[src/rtl/alu_ctrl_pkg.sv]
// alu_ctrl_pkg: shared ALU codes, decode tables, muldiv FSM states and the ALU decode helper
package alu_ctrl_pkg;
    localparam logic [3:0] ALU_AND = 4'b0000;
    localparam logic [3:0] ALU_OR  = 4'b0001;
    localparam logic [3:0] ALU_ADD = 4'b0010;
    localparam logic [3:0] ALU_SUB = 4'b0110;
    localparam logic [3:0] ALU_SLT = 4'b0111;
    localparam logic [3:0] ALU_NOR = 4'b1100;
    localparam logic [2:0] OP_MEM   = 3'b000;
    localparam logic [2:0] OP_BEQ   = 3'b001;
    localparam logic [2:0] OP_RTYPE = 3'b010;
    localparam logic [2:0] OP_ANDI  = 3'b011;
    localparam logic [2:0] OP_ORI   = 3'b100;
    localparam logic [2:0] OP_SLTI  = 3'b101;
    localparam logic [5:0] F_AND  = 6'b100100;
    localparam logic [5:0] F_OR   = 6'b100101;
    localparam logic [5:0] F_ADD  = 6'b100000;
    localparam logic [5:0] F_ADDU = 6'b100001;
    localparam logic [5:0] F_SUB  = 6'b100010;
    localparam logic [5:0] F_SUBU = 6'b100011;
    localparam logic [5:0] F_SLT  = 6'b101010;
    localparam logic [5:0] F_NOR  = 6'b100111;
    localparam logic [5:0] F_MULT = 6'b011000;
    localparam logic [5:0] F_MULTU = 6'b011001;
    localparam logic [5:0] F_DIV  = 6'b011010;
    localparam logic [5:0] F_DIVU = 6'b011011;
    localparam logic [5:0] F_MFHI = 6'b010000;
    localparam logic [5:0] F_MTHI = 6'b010001;
    localparam logic [5:0] F_MFLO = 6'b010010;
    localparam logic [5:0] F_MTLO = 6'b010011;
    localparam logic [1:0] ST_IDLE = 2'd0;
    localparam logic [1:0] ST_MUL  = 2'd1;
    localparam logic [1:0] ST_DIV  = 2'd2;
    localparam logic [1:0] ST_FIX  = 2'd3;

    function automatic logic [3:0] alu_decode(input logic [2:0] op, input logic [5:0] f);
        logic [3:0] r;
        r = ALU_AND;
        case (op)
            OP_MEM:  r = ALU_ADD;
            OP_BEQ:  r = ALU_SUB;
            OP_ANDI: r = ALU_AND;
            OP_ORI:  r = ALU_OR;
            OP_SLTI: r = ALU_SLT;
            OP_RTYPE:
                case (f)
                    F_AND:          r = ALU_AND;
                    F_OR:           r = ALU_OR;
                    F_ADD, F_ADDU:  r = ALU_ADD;
                    F_SUB, F_SUBU:  r = ALU_SUB;
                    F_SLT:          r = ALU_SLT;
                    F_NOR:          r = ALU_NOR;
                    default:        r = ALU_AND;
                endcase
            default: r = ALU_AND;
        endcase
        return r;
    endfunction
endpackage

[src/rtl/muldiv_iter.sv]
// muldiv_iter: radix-2 iterative multiply/divide with sign fix-up and HI/LO registers
module muldiv_iter
    import alu_ctrl_pkg::*;
#(
    parameter int WIDTH = 32
) (
    input  logic             clk_i,
    input  logic             reset_i,
    input  logic             start_mul_i,
    input  logic             start_div_i,
    input  logic             signed_i,
    input  logic [WIDTH-1:0] a_i,
    input  logic [WIDTH-1:0] b_i,
    input  logic             wr_hi_i,
    input  logic             wr_lo_i,
    input  logic [WIDTH-1:0] wr_data_i,
    output logic             busy_o,
    output logic [WIDTH-1:0] hi_o,
    output logic [WIDTH-1:0] lo_o
);
    localparam int CNT_W = $clog2(WIDTH) + 1;

    logic [1:0]         state_q, state_d;
    logic [CNT_W-1:0]   cnt_q, cnt_d;
    logic [WIDTH-1:0]   b_q, b_d, acc_q, acc_d, x_q, x_d, hi_q, hi_d, lo_q, lo_d;
    logic               neg_q, neg_d, rneg_q, rneg_d, is_mul_q, is_mul_d;
    logic               sa, sb;
    logic [WIDTH:0]     sum, shl, diff;
    logic [2*WIDTH-1:0] prod;

    // Next-state: operand capture, one shift-add/shift-subtract step per cycle, then sign fix into HI/LO
    always_comb begin
        sa = signed_i & a_i[WIDTH-1];
        sb = signed_i & b_i[WIDTH-1];
        sum = {1'b0, acc_q} + (x_q[0] ? {1'b0, b_q} : '0);
        shl = {acc_q, x_q[WIDTH-1]};
        diff = shl - {1'b0, b_q};
        prod = {acc_q, x_q};
        state_d = state_q;
        cnt_d = cnt_q;
        b_d = b_q;
        acc_d = acc_q;
        x_d = x_q;
        neg_d = neg_q;
        rneg_d = rneg_q;
        is_mul_d = is_mul_q;
        hi_d = wr_hi_i ? wr_data_i : hi_q;
        lo_d = wr_lo_i ? wr_data_i : lo_q;
        case (state_q)
            ST_IDLE:
                if (start_mul_i || start_div_i) begin
                    state_d = start_mul_i ? ST_MUL : ST_DIV;
                    cnt_d = CNT_W'(WIDTH);
                    b_d = sb ? -b_i : b_i;
                    x_d = sa ? -a_i : a_i;
                    acc_d = '0;
                    // a zero divisor must leave the all-ones quotient unnegated
                    neg_d = (sa ^ sb) & (start_mul_i | (b_i != '0));
                    rneg_d = sa;
                    is_mul_d = start_mul_i;
                end
            ST_MUL: begin
                acc_d = sum[WIDTH:1];
                x_d = {sum[0], x_q[WIDTH-1:1]};
                cnt_d = cnt_q - 1'b1;
                state_d = cnt_q == CNT_W'(1) ? ST_FIX : ST_MUL;
            end
            ST_DIV: begin
                acc_d = diff[WIDTH] ? shl[WIDTH-1:0] : diff[WIDTH-1:0];
                x_d = {x_q[WIDTH-2:0], ~diff[WIDTH]};
                cnt_d = cnt_q - 1'b1;
                state_d = cnt_q == CNT_W'(1) ? ST_FIX : ST_DIV;
            end
            default: begin
                {hi_d, lo_d} = is_mul_q ? (neg_q ? -prod : prod)
                                        : {rneg_q ? -acc_q : acc_q, neg_q ? -x_q : x_q};
                state_d = ST_IDLE;
            end
        endcase
    end

    // State and datapath registers; reset aborts any operation without touching HI/LO beyond clearing
    always_ff @(posedge clk_i) begin
        if (reset_i) begin
            state_q <= ST_IDLE;
            cnt_q <= '0;
            b_q <= '0;
            acc_q <= '0;
            x_q <= '0;
            hi_q <= '0;
            lo_q <= '0;
            neg_q <= 1'b0;
            rneg_q <= 1'b0;
            is_mul_q <= 1'b0;
        end else begin
            state_q <= state_d;
            cnt_q <= cnt_d;
            b_q <= b_d;
            acc_q <= acc_d;
            x_q <= x_d;
            hi_q <= hi_d;
            lo_q <= lo_d;
            neg_q <= neg_d;
            rneg_q <= rneg_d;
            is_mul_q <= is_mul_d;
        end
    end

    assign busy_o = state_q != ST_IDLE;
    assign hi_o = hi_q;
    assign lo_o = lo_q;
endmodule

[src/rtl/alu_muldiv_control.sv]
// alu_muldiv_control: ALU op decode plus muldiv issue/stall control and HI/LO read mux
module alu_muldiv_control
    import alu_ctrl_pkg::*;
#(
    parameter int WIDTH = 32
) (
    input  logic             clk_i,
    input  logic             reset_i,
    input  logic             valid_i,
    input  logic [2:0]       alu_op_i,
    input  logic [5:0]       funct_i,
    input  logic [WIDTH-1:0] rs_val_i,
    input  logic [WIDTH-1:0] rt_val_i,
    output logic [3:0]       aluctrl_o,
    output logic             stall_o,
    output logic             busy_o,
    output logic             mf_valid_o,
    output logic [WIDTH-1:0] mf_data_o
);
    logic             md, acc;
    logic [WIDTH-1:0] hi, lo;

    // Muldiv/HI/LO instructions issue only when the sequencer is idle, otherwise they hold the front end
    always_comb begin
        md = valid_i && alu_op_i == OP_RTYPE
             && (funct_i[5:2] == F_MULT[5:2] || funct_i[5:2] == F_MFHI[5:2]);
        acc = md && !busy_o;
        stall_o = md && busy_o;
        aluctrl_o = alu_decode(alu_op_i, funct_i);
        mf_valid_o = acc && (funct_i == F_MFHI || funct_i == F_MFLO);
        mf_data_o = !mf_valid_o ? '0 : funct_i == F_MFHI ? hi : lo;
    end

    muldiv_iter #(.WIDTH(WIDTH)) u_iter (
        .clk_i      (clk_i),
        .reset_i    (reset_i),
        .start_mul_i(acc && funct_i[5:1] == F_MULT[5:1]),
        .start_div_i(acc && funct_i[5:1] == F_DIV[5:1]),
        .signed_i   (!funct_i[0]),
        .a_i        (rs_val_i),
        .b_i        (rt_val_i),
        .wr_hi_i    (acc && funct_i == F_MTHI),
        .wr_lo_i    (acc && funct_i == F_MTLO),
        .wr_data_i  (rs_val_i),
        .busy_o     (busy_o),
        .hi_o       (hi),
        .lo_o       (lo)
    );
endmodule

[config.mk]
export PLATFORM = sky130hd
export DESIGN_NAME = alu_muldiv_control
export DESIGN_NICKNAME = d
export VERILOG_FILES = /design/src/rtl/alu_ctrl_pkg.sv /design/src/rtl/muldiv_iter.sv /design/src/rtl/alu_muldiv_control.sv
export SDC_FILE = /design/constraint.sdc
export NUM_CORES = 1
export LEC_CHECK = 0
export ABC_AREA = 1
export BUFFER_PORTS_ARGS = -buffer_cell sky130_fd_sc_hd__buf_4
export CAP_MARGIN = 30
export CORE_ASPECT_RATIO = 0.8
export CORE_UTILIZATION = 55
export DETAILED_ROUTE_END_ITERATION = 10
export GPL_TIMING_DRIVEN = 0
export PLACE_DENSITY = 0.75
export SLEW_MARGIN = 20
export SYNTH_ARGS = -nofsm -noshare
export SYNTH_HDL_FRONTEND = slang
export SYNTH_HIERARCHICAL = 1
export SYNTH_SLANG_ARGS = --single-unit
[constraint.sdc]
create_clock -name clk_i -period 4.66 [get_ports clk_i]
set_input_delay 0.699 -clock clk_i [delete_from_list [all_inputs] [get_ports clk_i]]
set_output_delay 0.699 -clock clk_i [all_outputs]
set_load 0.03 [all_outputs]
**After elaboration in Yosys (flattened, before gate mapping)**

Index checks and enable logic that the tools add are counted.
W data, S select, Z words.

- Add/sub/neg operators: 8
- Eq/ne operators: 25
- Mux-type cells: 27
- Bitwise gates (word level): 6
- Reductions and logical operators: 27

Operator list:

| kind | number |
|---|---|
| $mux W32 | 14 |
| $pmux W32 S3 | 2 |
| $mux W64 | 2 |
| $neg A32 Y32 | 4 |
| $neg A64 Y64 | 1 |
| $eq A6 B6 Y1 const B | 7 |
| $pmux W4 S5 | 2 |
| $add A32 B33 Y33 | 1 |
| $sub A33 B32 Y33 | 1 |
| $reduce_bool A32 Y1 | 1 |
| $eq A6 B5 Y1 const B | 4 |
| $pmux W6 S2 | 1 |
| $eq A5 B4 Y1 const B | 2 |
| $logic_and A1 B1 Y1 | 9 |
| $eq A4 B3 Y1 const B | 2 |
| $eq A3 B3 Y1 const B | 2 |
| $eq A6 B1 Y1 const B | 1 |
| $mux W2 | 3 |
| $mux W6 | 1 |
| $ne A2 B1 Y1 const B | 3 |
| $pmux W2 S3 | 1 |
| $reduce_and A2 Y1 | 3 |
| $reduce_or A2 Y1 | 3 |
| $sub A6 B1 Y6 const B | 1 |
| 16 further kinds | 22 |

- Register bits after elaboration: 171
- Input bits: 76

**Depth between registers and ports, before layout**

Gate-level depths: netlist of the first run.

- Depth after elaboration: 8
- Mapped depth: 22

**Modules after synthesis**

The synthesis of the first run kept the hierarchy.

Modules (own cells, without submodules):

| module | times used | cells each | area each (µm²) | seq. area each (µm²) |
|---|---|---|---|---|
| muldiv_iter | 1 | 3026 | 17122.7 | 3423.3 |
| alu_muldiv_control | 1 | 225 | 1042.2 | 0.0 |

**Worst setup path before layout of the first run**

OpenSTA, ideal clock, no wires.

- Kind: input to output
- Start: in alu_op_i[0]
- End: out aluctrl_o[3]
- Arrival: 1.891 ns
- Required time: 3.961 ns
- Path slack: 2.070 ns
- Cell stages on the path: 3
- Path buffers: 0
- Path through: inv_1 nand3_2 nor4_1

- Cells in the longest elaborated chain, start to end: 2

Ends and longest elaborated chain:

| item | line | RTL |
|---|---|---|
| start, declared | alu_muldiv_control.sv:10 | `input logic [2:0] alu_op_i,` |
| $eq A3 B2 Y1, or another cell as far along | alu_ctrl_pkg.sv:39 | `case (op)` |
| $pmux W4 S5 (*) | alu_ctrl_pkg.sv:39 |  |
| end, declared | alu_muldiv_control.sv:14 | `output logic [3:0] aluctrl_o,` |

Every way passes the cells marked *; elsewhere a longest branch is shown, timed or not.

**Worst setup path in the final report of the first run**

- Start: reg u_iter.state_q[0]
- End: reg u_iter.x_q[22]

- Cells in the longest elaborated chain, start to end: 7

Ends and longest elaborated chain:

| item | line | RTL |
|---|---|---|
| start, declared | muldiv_iter.sv:23 | `logic [1:0] state_q, state_d;` |
| start signal, assigned | muldiv_iter.sv:96 | `state_q <= state_d;` |
| $reduce_bool A2 Y1 | muldiv_iter.sv:109 | `assign busy_o = state_q != ST_IDLE;` |
| $logic_not A1 Y1 | alu_muldiv_control.sv:27 | `acc = md && !busy_o;` |
| $logic_and A1 B1 Y1 | alu_muldiv_control.sv:27 |  |
| $logic_and A1 B1 Y1, on equally long branches | alu_muldiv_control.sv:37, alu_muldiv_control.sv:38 |  |
| $logic_or A1 B1 Y1 | muldiv_iter.sv:51 | `if (start_mul_i \|\| start_div_i) begin` |
| $ne A2 B1 Y1 (no line) | n/a |  |
| $reduce_and A2 Y1 (no line) | n/a |  |
| end signal, assigned | muldiv_iter.sv:89 | `x_q <= '0;` |
| end signal, assigned | muldiv_iter.sv:100 | `x_q <= x_d;` |
| end, declared | muldiv_iter.sv:25 | `logic [WIDTH-1:0] b_q, b_d, acc_q, acc_d, x_q, x_d, hi_q, hi_d, lo_q, lo_d;` |

Several ways; a longest one is shown, not always the timed one.
A chain may end at the register's enable or synchronous reset.

==> metrics.csv, run 1 <==
stage,metric,value,unit
run_status,status,completed,
logic_synthesis,synth_edf_count,0,
logic_synthesis,synth_top_area_share,0.197,
timing,whs,498,ps
logic_synthesis,synth_common_cells,"nand2_1 (951), inv_1 (474), nand3_1 (336), nor2_1 (335), a21oi_1 (180)",
floorplan,dieArea,33800,µm²
floorplan,ios,115,
cells_and_area,layout.nets,3536,
route,via_per_inst,6.07,
logic_synthesis,synth_nets,3403,
logic_synthesis,synth-xor-area-share,0.0236,
critical_path,cp_data_required_time,5000,ps
critical_path,r2r-start,u_iter/state_q[0],
clock_network,cts-root-buf,clkbuf_16,
clock_network,cts_tree,yes,
power,peakVddDrop,0.232,mV
logic_synthesis,synthArstFlopShare,0,
critical_path,reg2reg_slack,820,ps
route,ant_nets,0,
min_path,whs_endpoint,u_iter/hi_o[26],
min_path,hold_start,u_iter/hi_o[26],
timing,worstMarginPinSlew,950,ps
route,drc,0,
grt,grt_pass1_wl,119000,µm
timing,rsz0062_at_grt,no,
clock_network,hold_buffers,0,
logic_synthesis,synth_fa_ha_area_frac,0.0532,
floorplan,num_rows,59,
critical_path,worst_path_most_repeated_cell,inv_1,
timing,finalSetupTns,0,ps
critical_path,ff2ff_path_depth,15,
floorplan,die_height,165,µm
cells_and_area,finalNonFillerCells,3824,
critical_path,cp_max_fo,10,
min_path,min_path_type,register to register,
min_path,min_path_cells,2,
cells_and_area,fillers,3273,
critical_path,worstPathArrival,4190,ps
clock_network,clock_latency,460,ps
clock_network,htreeDepth,4,
logic_synthesis,synth_warnings,6,
critical_path,rr_endpoint,u_iter/x_q[22],
route,routed_wl,81100,µm
logic_synthesis,synthFlopType,dfxtp_1,
critical_path,crit_type,register to register,
route,drt-initial-drc-count,3943,
grt,first_global_vias,20263,
route,wl_per_cell,21.2,µm
cells_and_area,drive_gt1_frac,0.0866,
logic_synthesis,syn_area,18200,µm²
critical_path,path_cells,"inv_1, ha_1, inv_1, inv_1, nand2_1, nor2_1, or2_1, nor2_2, nor2_4, inv_4, nor2_2, clkinv_1, buf_2, o21ai_0, inv_1",
logic_synthesis,synth_compound_area_frac,0.172,
clock_network,cts_setup_buffers,0,
floorplan,initial_core_util,0.559,
logic_synthesis,ys_types,59,
route,routed-via-count,23228,
placed_design,port_buffers,114,
cells_and_area,post-route-util,0.621,
flow_run,drv_cap,0,
clock_network,cts_buffer_depth,2,
clock_network,cts_buffers,17,
floorplan,core-area,32500,µm²
critical_path,crit_path_end_kind,register,
logic_synthesis,ys_seq_area_frac,0.188,
grt,grt_overflow_total,0,
route,first_pass_iters,11,
timing,fin_crit,3840,ps
floorplan,die_w,205,µm
grt,antenna_found_initial,5,
critical_path,path_delay_family,simple AND/OR/NAND/NOR gates,
critical_path,critical-path-max-stage-delay,640,ps
timing,slew_headroom,0.366,
placed_design,gp_congestion,1.11,
grt,grtUsageTotal,0.474,
power,p_per_area,206,nW/µm²
timing,clock.fmax,260,MHz
logic_synthesis,synth_seq_cells,171,
critical_path,cp-start-kind,register,
logic_synthesis,yosys.area_share.simple,0.427,
timing,finClkSkew,10.1,ps
logic_synthesis,yosysMostFrequentCell,nand2_1,
logic_synthesis,syn-instance-count,3251,
logic_synthesis,synthMuxAreaShare,0,
clock_network,clk_pin_slew,70,ps
timing,hold_viol_final,0,
timing,report.final.setup_viol,0,
critical_path,crit_buf_inv,7,
timing,final_max_slew_viol_count,0,
clock_network,cts.sinks,171,
logic_synthesis,yosysTopAreaCell,nand2_1,
grt,grt_max_degree,17,
timing,min_period_over_period,0.825,
placed_design,dpl.hpwl,67100,µm
critical_path,cp_slowest_cell,nor2_1,
clock_network,cts_resized,0,
power,power.total,4.15,mW
cells_and_area,areaGrowthSynthToFinish,11.0,%
logic_synthesis,synth_top_family_by_area,simple AND/OR/NAND/NOR gates,
logic_synthesis,yosys-top-cells-area,"nand2_1 (20%), dfxtp_1 (19%), inv_1 (9.8%)",
placed_design,placed_cells,3792,
power,p_leak,9.95,nW
logic_synthesis,synth.avg_cell_area,5.59,µm²
per-stage QoR:
stage,setup WS (ps),cell area (µm²)
3_3_place_gp,853,19600
4_1_cts,1090,20200
3_5_place_dp,792,19600
6_report,815,20200
2_1_floorplan,2070,18200
5_1_grt,711,20200
report_power, final:
part	total, mW	switching, mW	internal, mW
clock network	1.51	0.655	0.859
registers	1.51	0.0295	1.48
logic	1.12	0.813	0.310
total	4.15	1.50	2.65
worst max path at each step:
| stage | startpoint | endpoint | slack, ps | cells after the start |
|---|---|---|---|---|
| 6_report | u_iter/state_q[0] | u_iter/x_q[22] | 820 | 15 |
| 5_1_grt | u_iter/state_q[0] | u_iter/x_q[20] | 710 | 15 |
| 4_1_cts | u_iter/state_q[0] | u_iter/x_q[20] | 1090 | 15 |
| 3_5_place_dp | alu_op_i[0] | u_iter/x_q[20] | 790 | 15 |
| 3_3_place_gp | alu_op_i[0] | u_iter/x_q[20] | 850 | 15 |
| 2_1_floorplan | alu_op_i[0] | aluctrl_o[3] | 2070 | 3 |
per-layer routing:
metal  up-vias  track usage  part of all wire  routed length (µm)
met5         -       0.0208            0.0012                  96
met4         4        0.122             0.024                1970
met1     10466        0.659              0.42               33700
met3       198        0.259              0.20               16000
li1      10786            -                 -                   -
met2      1774        0.613              0.36               29400
logic make-up after synthesis:
family | Yosys count
buf+inv | 620
flops | 171
simple gates | 1798
fa+ha+maj | 76
xor+xnor | 49
compound gates | 537
state kept, by name, summed over array words and instances (netlist names):
name	flops
u_iter/b_q	32
u_iter/x_q	32
u_iter/state_q	2
u_iter/neg_q	1
u_iter/hi_o	32
u_iter/is_mul_q	1
u_iter/lo_o	32
u_iter/rneg_q	1
u_iter/cnt_q	6
u_iter/acc_q	32
cell type report:
cell class              instances  area, µm²  area share
clock buffers                  18        439      0.0218
repair buffers                114        856      0.0424
multi-input cells            2460      12300       0.609
well taps                     427        534      0.0265
plain buffers                 118        571      0.0283
flip-flops and latches        171       3420       0.170
clock inverters                12        164     0.00813
inverters                     502       1890      0.0936
diodes                          2       5.00    0.000248
cells in the final DEF (no fill, tap or decap), types with 26 or more instances in the layout:
cell type / instances
nor3_1: 37
o22ai_1: 27
a31oi_1: 47
o221ai_1: 26
nand2_1: 951
inv_1: 474
nor2_1: 335
nand4_1: 32
clkbuf_1: 83
xor2_1: 30
nand3_1: 336
o21ai_0: 151
buf_4: 116
dfxtp_1: 171
a21oi_1: 180
ha_1: 74
tightest hold or removal path: stages, from the launching register on:
cell and delay (ps):
dfxtp_1 320, nand2_1 60, a31oi_1 70
(Power assumes the default switching activity.)
==> run 2: changes to the inputs <==
PLACE_DENSITY = 0.78   (was 0.75)
clock period = 3.1 ns   (was 4.66 ns; I/O delays follow)
==> run 2 against run 1 <==
Effect of this change:
- clock skew shrank 0.71 ps
- largest power group unchanged
- register-to-register slack lost 750 ps
- die area unchanged
- largest cell class unchanged
==> metrics.csv, run 2 (same netlist as run 1, synthesis figures left out) <==
stage,metric,value,unit,change
timing,slew_headroom,0.350,,-0.0160
clock_network,clk_pin_slew,70,ps,about the same
cells_and_area,drive_gt1_frac,0.0964,,+0.00982
cells_and_area,areaGrowthSynthToFinish,11.8,%,
placed_design,gp_congestion,1.08,,-3.3%
route,drt-initial-drc-count,3861,,-2.1%
timing,hold_viol_final,0,,unchanged
grt,grt_max_degree,17,,unchanged
timing,clock.fmax,330,MHz,+27%
clock_network,clock_latency,450,ps,about the same
placed_design,port_buffers,114,,unchanged
clock_network,cts_buffer_depth,2,,unchanged
clock_network,htreeDepth,4,,unchanged
clock_network,cts_buffers,17,,unchanged
floorplan,die_height,165,µm,unchanged
floorplan,core-area,32500,µm²,unchanged
cells_and_area,layout.nets,3542,,+0.17%
power,peakVddDrop,0.323,mV,+39%
grt,grt_overflow_total,0,,unchanged
placed_design,dpl.hpwl,67200,µm,+0.24%
critical_path,cp_data_required_time,3470,ps,-1530 ps
clock_network,cts.sinks,171,,unchanged
critical_path,crit_type,register to register,,
route,via_per_inst,6.06,,-0.28%
timing,worstMarginPinSlew,974,ps,+24.1 ps
timing,finClkSkew,9.43,ps,-0.713 ps
critical_path,crit_path_end_kind,register,,
placed_design,placed_area,19600,µm²,unchanged
critical_path,cp_max_fo,16,,+6
route,routed_wl,81200,µm,about the same
route,first_pass_iters,7,,-4
cells_and_area,finalInstanceArea,20300,µm²,+0.74%
clock_network,cts-root-buf,clkbuf_16,,
cells_and_area,finalNonFillerCells,3829,,+0.13%
grt,first_global_vias,20249,,-0.069%
floorplan,num_rows,59,,unchanged
min_path,min_path_type,primary input to register,,
floorplan,ios,115,,unchanged
grt,antenna_found_initial,6,,+1
power,p_per_area,304,nW/µm²,+48%
floorplan,initial_core_util,0.559,,unchanged
timing,final_max_slew_viol_count,0,,unchanged
timing,finalSetupTns,0,ps,unchanged
grt,grt_pass1_wl,119000,µm,+0.45%
route,drc,0,,unchanged
critical_path,worstPathArrival,3400,ps,-790 ps
clock_network,hold_buffers,0,,unchanged
cells_and_area,diodes,0,,-2
cells_and_area,layout_commonest_cell,nand2_1,,
grt,grtUsageTotal,0.475,,+0.00167
route,wl_per_cell,21.2,µm,-0.10%
cells_and_area,layout_common_cells,"nand2_1 (948), inv_1 (470), nand3_1 (335)",,
timing,worst_slack,69.8,ps,-746 ps
timing,report.final.setup_viol,0,,unchanged
run_status,status,completed,,
route,routed-via-count,23193,,-0.15%
flow_run,drv_cap,0,,unchanged
critical_path,cp-start-kind,register,,
floorplan,dieArea,33800,µm²,unchanged
cells_and_area,post-route-util,0.625,,+0.00462
placed_design,dpl_worst_slack,-550,ps,-1340 ps
timing,fin_crit,3030,ps,-814 ps
floorplan,die_w,205,µm,unchanged
timing,min_period_over_period,0.977,,+0.152
placed_design,placed_cells,3792,,unchanged
route,ant_nets,0,,unchanged
power,p_leak,10.0,nW,+0.53%
clock_network,cts_tree,yes,,
-- run 2: worst paths after layout --
kind	slack, ps	end	cells past startpoint	start
min	310	u_iter/b_q[0]	3	rt_val_i[0]
max reg2reg	70	u_iter/acc_q[31]	21	u_iter/x_q[0]
min reg2reg	490	u_iter/hi_o[14]	2	u_iter/hi_o[14]
max	70	u_iter/acc_q[31]	21	u_iter/x_q[0]
-- run 2: layer usage --
metal	routed length (µm)	global-route usage	up-vias
met5	109	0.0208	-
met4	1940	0.112	8
met3	16100	0.258	201
met2	29700	0.620	1667
met1	33400	0.662	10537
li1	-	-	10780
-- run 2: layout make-up --
class | instances | area (µm²)
multi-input cells | 2460 | 12300
fillers | 3233 | 12200
flip-flops and latches | 171 | 3440
inverters | 502 | 1900
repair buffers | 121 | 921
plain buffers | 117 | 582
well taps | 427 | 534
clock buffers | 20 | 457
clock inverters | 11 | 135
-- run 2: worst max-delay path, stage by stage, from the launching register on --
cell and delay (ps):
dfxtp_1 330, buf_6 210, nand2_1 80, inv_1 60, ha_2 240, fa_2 310, nand2_1 80, nand2_1 60
o21ai_0 120, inv_1 120, nand2_1 60, nand2_1 150, nand2_1 80, nand2_1 170, nand2_1 110, nand2_1 110
nand2_1 70, nand2_1 90, nand2_1 100, nand2_4 180, nand2_1 80, a21oi_1 130
-- run 2: stage by stage --
stage / hold slack (ps) / power (mW)
3_5_place_dp: 480 / 3.89
2_1_floorplan: 456 / 3.32
3_3_place_gp: 470 / 3.87
4_1_cts: 305 / 6.07
6_report: 311 / 6.18
5_1_grt: 338 / 6.37
-- run 2: report_power, final --
| group | internal, mW | switching [mW] |
|---|---|---|
| combinational | 0.471 | 1.22 |
| sequential | 2.23 | 0.0412 |
| clock | 1.24 | 0.982 |
| total | 3.94 | 2.24 |
-- run 2: what timing repair did --
item                                    in CTS  in global routing
buffers inserted                             0                  7
resized for setup                           14                 30
endpoints found under the setup margin      73                 76
pin swaps                                    0                  5
